**config.mk**
```make
export PLATFORM = sky130hd
export DESIGN_NAME = nibble_serial_add_ctrl
export DESIGN_NICKNAME = d
export VERILOG_FILES = /design/src/rtl/nibble_serial_add_ctrl.sv
export SDC_FILE = /design/constraint.sdc
export NUM_CORES = 1
export LEC_CHECK = 0
export BUFFER_PORTS_ARGS = -buffer_cell sky130_fd_sc_hd__clkbuf_2
export CAP_MARGIN = 30
export CORE_UTILIZATION = 30
export DETAILED_ROUTE_END_ITERATION = 10
export PLACE_DENSITY = 0.56
export SYNTH_ARGS = -nofsm -noshare
export SYNTH_HDL_FRONTEND = slang
export SYNTH_SLANG_ARGS = --single-unit
```
**constraint.sdc**
```tcl
create_clock -name clk -period 1.6 [get_ports clk]
set_clock_uncertainty 0.1 [all_clocks]
set_input_delay 0.16 -clock clk [delete_from_list [all_inputs] [get_ports clk]]
set_output_delay 0.16 -clock clk [all_outputs]
set_load 0.03 [all_outputs]
```
**src/rtl/nibble_serial_add_ctrl.sv**
```systemverilog
// nibble_serial_add_ctrl
//   Sequences a W-bit addition (W = 4*NIBBLES) through an external combinational
//   4-bit adder, one nibble per clock, least-significant nibble first.
//
// Ports
//   clk     in   clock, all state changes on rising edge
//   rst_n   in   synchronous active-low reset
//   start   in   request a new addition (sampled only when idle)
//   op_a    in   W-bit first operand
//   op_b    in   W-bit second operand
//   cin     in   carry into nibble 0
//   add_a   out  op_a nibble presented to the external adder
//   add_b   out  op_b nibble presented to the external adder
//   add_ci  out  carry presented to the external adder
//   add_s   in   4-bit sum from the external adder (same cycle)
//   add_co  in   carry-out from the external adder (same cycle)
//   busy    out  high while running and during the done cycle
//   done    out  one-cycle pulse, result valid
//   sum     out  assembled W-bit result
//   cout    out  final carry-out
//   ovf     out  two's-complement overflow of the W-bit add

module nibble_serial_add_ctrl #(
    parameter int unsigned NIBBLES = 4
) (
    input  logic                   clk,
    input  logic                   rst_n,
    input  logic                   start,
    input  logic [4*NIBBLES-1:0]   op_a,
    input  logic [4*NIBBLES-1:0]   op_b,
    input  logic                   cin,
    output logic [3:0]             add_a,
    output logic [3:0]             add_b,
    output logic                   add_ci,
    input  logic [3:0]             add_s,
    input  logic                   add_co,
    output logic                   busy,
    output logic                   done,
    output logic [4*NIBBLES-1:0]   sum,
    output logic                   cout,
    output logic                   ovf
);

    localparam int unsigned W  = 4 * NIBBLES;
    // Wide enough to hold NIBBLES so the index never wraps after the last pass.
    localparam int unsigned KW = $clog2(NIBBLES + 1);

    localparam logic [1:0] IDLE = 2'd0;
    localparam logic [1:0] RUN  = 2'd1;
    localparam logic [1:0] DONE = 2'd2;

    logic [1:0]    state_q;
    logic [W-1:0]  a_q, b_q;
    logic          cin_q;
    logic [KW-1:0] k_q;
    logic          carry_q;
    logic [W-1:0]  res_q;
    logic [W-1:0]  sum_q;
    logic          cout_q;
    logic          ovf_q;

    logic [3:0]    sel_a, sel_b;
    logic [W-1:0]  res_d;
    logic          carry_in;
    logic          last;
    logic          ovf_d;

    always_comb begin
        sel_a = '0;
        sel_b = '0;
        res_d = res_q;
        for (int i = 0; i < NIBBLES; i++) begin
            if (k_q == KW'(i)) begin
                sel_a            = a_q[4*i +: 4];
                sel_b            = b_q[4*i +: 4];
                res_d[4*i +: 4]  = add_s;
            end
        end
        last     = (k_q == KW'(NIBBLES - 1));
        carry_in = (k_q == '0) ? cin_q : carry_q;
        // res_d already holds the final nibble on the last pass
        ovf_d    = (a_q[W-1] == b_q[W-1]) && (res_d[W-1] != a_q[W-1]);
    end

    always_ff @(posedge clk) begin
        if (!rst_n) begin
            state_q <= IDLE;
            a_q     <= '0;
            b_q     <= '0;
            cin_q   <= 1'b0;
            k_q     <= '0;
            carry_q <= 1'b0;
            res_q   <= '0;
            sum_q   <= '0;
            cout_q  <= 1'b0;
            ovf_q   <= 1'b0;
        end else begin
            case (state_q)
                IDLE: begin
                    if (start) begin
                        a_q     <= op_a;
                        b_q     <= op_b;
                        cin_q   <= cin;
                        k_q     <= '0;
                        state_q <= RUN;
                    end
                end
                RUN: begin
                    res_q   <= res_d;
                    carry_q <= add_co;
                    k_q     <= k_q + KW'(1);
                    if (last) begin
                        state_q <= DONE;
                        sum_q   <= res_d;
                        cout_q  <= add_co;
                        ovf_q   <= ovf_d;
                    end
                end
                DONE:    state_q <= IDLE;
                default: state_q <= IDLE;
            endcase
        end
    end

    always_comb begin
        add_a  = '0;
        add_b  = '0;
        add_ci = 1'b0;
        if (state_q == RUN) begin
            add_a  = sel_a;
            add_b  = sel_b;
            add_ci = carry_in;
        end
    end

    assign busy = (state_q == RUN) || (state_q == DONE);
    assign done = (state_q == DONE);
    assign sum  = sum_q;
    assign cout = cout_q;
    assign ovf  = ovf_q;

endmodule
```
## Word level (Yosys, flattened, before mapping)

Index checks and enable logic that the tools add are counted.

| word-level totals | value |
|---|---|
| output and inout port bits | 29 |
| logic and storage cells | 50 |
| input bits | 41 |
| flip-flop bits (word level) | 73 |

| cells by class | value |
|---|---|
| reductions and logical operators | 9 |
| add/sub/neg operators | 1 |
| mux-type cells | 21 |
| equality and inequality tests | 9 |

Operator list:

| operator | count |
|---|---|
| 2-to-1 mux 4 bit | 14 |
| AND reduction 2 bit | 4 |
| == test 3 x 2 -> 1 bit (second input constant) | 2 |
| one-hot mux 3 bit (2 select lines) | 1 |
| 2-to-1 mux 2 bit | 2 |
| != test 2 bit (second input constant) | 2 |
| one-hot mux 2 bit (2 select lines) | 1 |
| adder 3 x 1 -> 3 bit (second input constant) | 1 |
| == test 3 x 1 -> 1 bit (second input constant) | 1 |
| logical NOT 3 bit | 1 |
| 2-to-1 mux 3 bit | 1 |
| == test 2 x 1 -> 1 bit (second input constant) | 1 |
| == test 2 bit (second input constant) | 1 |
| logical NOT 2 bit | 1 |
| 2-to-1 mux 1 bit | 2 |
| nonzero test 2 bit | 1 |
| == test 1 bit | 1 |
| logical AND 1 bit | 1 |
| logical OR 1 bit | 1 |
| != test 1 bit | 1 |

## Depth between registers and ports, before layout

| logic depth | value |
|---|---|
| depth in word-level cells | 6 |
| depth in mapped cells | 7 |
| gate-level depth less buffers | 5 |

## Worst setup path after synthesis

Ideal clock, no wire load.

| path | value |
|---|---|
| path type | register to output |
| from | register k_q[0] |
| to | output add_a[0] |
| arrival time | 1603 ps |
| setup slack | -263 ps |
| buffers on the path | 0 |
| stages on the path, launching flop included | 6 |
| data required time | 1340 ps |
| cell sequence | dfxtp_1 -> ha_1 -> ha_1 -> nor3b_2 -> o21ai_0 -> o21ai_1 |

| on the way | value |
|---|---|
| longest elaborated chain between the ends | 6 |
| elaborated cells between the ends (all ways) | 9 |
| classes of those cells | 3 x eq/ne; 5 x mux; 1 x reduce/logical |

Ends and longest elaborated chain:

| what | line | text |
|---|---|---|
| from (decl) | 55 | `logic [KW-1:0] k_q;` |
| from (signal assigned) | 111 | `k_q <= k_q + KW'(1);` |
| logical NOT 3 bit | 73 | `if (k_q == KW'(i)) begin` |
| 2-to-1 mux 4 bit (3 in series) | 73 |  |
| 2-to-1 mux 4 bit (*) | 73 |  |
| 2-to-1 mux 4 bit (*) | 129 | `if (state_q == RUN) begin` |
| to (decl) | 32 | `output logic [3:0] add_a,` |

Every way passes the cells marked *; elsewhere a longest branch is shown, timed or not.

## Worst setup path in the final report

| path | value |
|---|---|
| from | register k_q[0] |
| to | output add_a[3] |

Same word-level chain as after synthesis.

==> flow_summary.ini <==
[critical_path]
cp.buffers_inverters = 2
reg2reg_to = sum[5]
required_ns = 1.34
cpPeakStageDelay_ns = 0.37
end_kind = primary output
r2r_cells = 6
cp_slowest_cell = dfxtp_4
crit_type = register to primary output
crit_family = flip-flops
crit_top_cell = ha_4
cp_data_arrival_time_ns = 1.81
r2r-start = k_q[1]
crit_chain = ha_4 -> ha_4 -> nor3b_4 -> buf_12 -> o21ai_1 -> o21ai_2 -> clkbuf_8
startpoint_type = register
worstPathMaxFanout = 8
reg2reg_slack_ns = 0.05

[worst_hold_path]
hold_start = add_s[0]
hold_end = sum[12]
hp-class = primary input to register
hold-path-cell-count = 3

[final_layout]
fin_cells = 606
final_common_cell = nand2_1
nNetsFinal = 519
final_util = 0.456
layout-drive-gt1-share = 0.309
syn2layout_area_growth_pct = 47.5
antenna_cells = 0
layout_common_cells = nand2_1, dfxtp_1, clkbuf_2
final_area_um2 = 4450

[synth]
yosys_warnings = 0
syn_inst = 358
synth_top_area_frac = 0.457
syn-num-nets = 409
syn-mean-instance-area_um2 = 8.44
synthTopCellsByArea = dfxtp_1, nand2_1, a21oi_1, mux2i_1, ha_1
ys_seq_area_frac = 0.457
synth_cell_type_count = 24
syn_area_um2 = 3020
ys_ff_latch = 69
yosysTopAreaCell = dfxtp_1

[timing]
relSlewSlack = 0.596
worst_slack_ns = -0.465
worst_pin_slew_ns = 0.605
rsz0062_at_grt = yes
finalCritPeriodShare = 1.29
layout_min_cycle_time_ns = 2.07
hold_viol = 0
setup_viol = 9
fmax_mhz = 484
maxSlewViolCount = 0

[placed_design]
pre_cts_slack_ns = -0.201
gp_congestion = 0.784
port_buffers = 69
place_inst = 554
hpwl_mm = 5.25
placed_area_um2 = 3650

[routing]
vias_per_cell = 4.62
vias = 2798
route.antenna.remaining_nets = 0
drt_pass1_iterations = 4
drtIter0Drc = 85
drc = 0
drt_wl_total_mm = 7.79
wl_per_cell_um = 12.9

[run_status]
status = finished with violations
failed_checks = setup timing

[die]
core_um2 = 9770
die_w_um = 102
dieArea_um2 = 10500
start_util = 0.309
rows = 36
die_h_um = 102
pin_count = 70

[global_routing]
grt_pass1_vias = 2772
gr-total-overflow = 0
antenna_found_initial = 0
grt_use_total = 0.160
grt_pass1_wl_mm = 12.8
grt_max_degree = 57

[clock_network]
cts_tree = built
clk_pin_slew_ns = 0.07
cts.path.max_buffers = 2
cts_max_level = 3
clock_latency_ns = 0.35
cts_sinks = 69
numCtsBuffers = 9
cts_root_buffer = clkbuf_8

[power]
powerDensity_nw_per_um2 = 1360
p_total_mw = 6.05
ir_worst_vdd_mv = 0.551
leakage_nw = 1.94

[run]
drv_cap = 0
[flip-flops by register name, indices dropped and copies added, names as in the netlist]
signal   cells
cout         1
carry_q      1
state_q      2
k_q          3
ovf          1
b_q         16
sum         16
cin_q        1
a_q         16
res_q       12
[logic make-up (layout without fill, tap and decap cells)]
logic type      after synthesis  after routing  share of synthesized area
simple gates                122            122                      0.175
compound gates               96             96                      0.172
flops                        69             69                      0.457
buf+inv                      34            149                     0.0655
mux                          27             27                     0.0895
fa+ha+maj                    10             10                     0.0414
[worst max path at each step]
stage,from,end,slack [ns],depth (start not counted)
global route,k_q[0],add_b[1],-0.52,7
detailed placement,k_q[1],add_a[2],-0.20,6
CTS,k_q[0],add_a[1],-0.46,7
finish,k_q[0],add_a[3],-0.47,7
floorplan,k_q[1],add_a[0],-0.03,5
global placement,k_q[1],add_b[3],-0.16,6
[synth_stat cells]
cell	instances
nand2_1	87
dfxtp_1	69
a21oi_1	55
mux2i_1	27
o21ai_0	23
nor2_1	16
ha_1	10
a221oi_1	8
buf_2	8
o21ai_1	8
clkbuf_1	7
inv_1	7
buf_4	6
buf_6	5
nand2b_1	5
nand3_1	3
nand3b_2	3
nor2b_1	3
a32oi_1	2
and2_1	2
and3b_1	1
clkinv_1	1
nor2b_2	1
nor3b_2	1
[report_power, final]
part | internal, mW | leakage, nW | total (mW) | switching [mW]
Sequential | 1.94 | 0.564 | 2.09 | 0.146
Clock | 1.08 | 0.120 | 1.75 | 0.662
Combinational | 1.03 | 1.26 | 2.21 | 1.18
[routing by layer]
metal,global-route usage,up-vias,wire length [um]
li1,-,1431,-
met1,0.191,1296,3650
met2,0.273,57,3690
met3,0.0445,14,321
met4,0.0648,0,128
met5,0,-,0
[worst min-delay path: stages]
cell and delay, ns:
clkbuf_2 0.14, nand2_1 0.07, a21oi_1 0.05
[per-stage QoR]
stage | hold slack [ns] | setup TNS (ns)
6_report | 0.0308 | -3.72
2_1_floorplan | 0.196 | -0.259
4_1_cts | 0.0173 | -3.88
3_5_place_dp | 0.289 | -1.59
3_3_place_gp | 0.283 | -1.21
5_1_grt | 0.0385 | -4.51
[final cells by class]
cell class              instances  area (um2)
inverters                       8        30.0
clock buffers                  11         141
multi-input cells             255        1610
repair buffers                125        1010
flip-flops and latches         69        1390
fillers                       955        5320
clock inverters                 5         106
well taps                     133         166
[what timing repair did]
action	4_1_cts	5_1_grt
pin swaps	13	0
setup buffers	2	0
hold endpoints to repair	35	0
endpoints found under the setup margin	30	23
resized for setup	45	4
hold buffers	34	0
No activity file was read; power rests on OpenSTA's default activity.
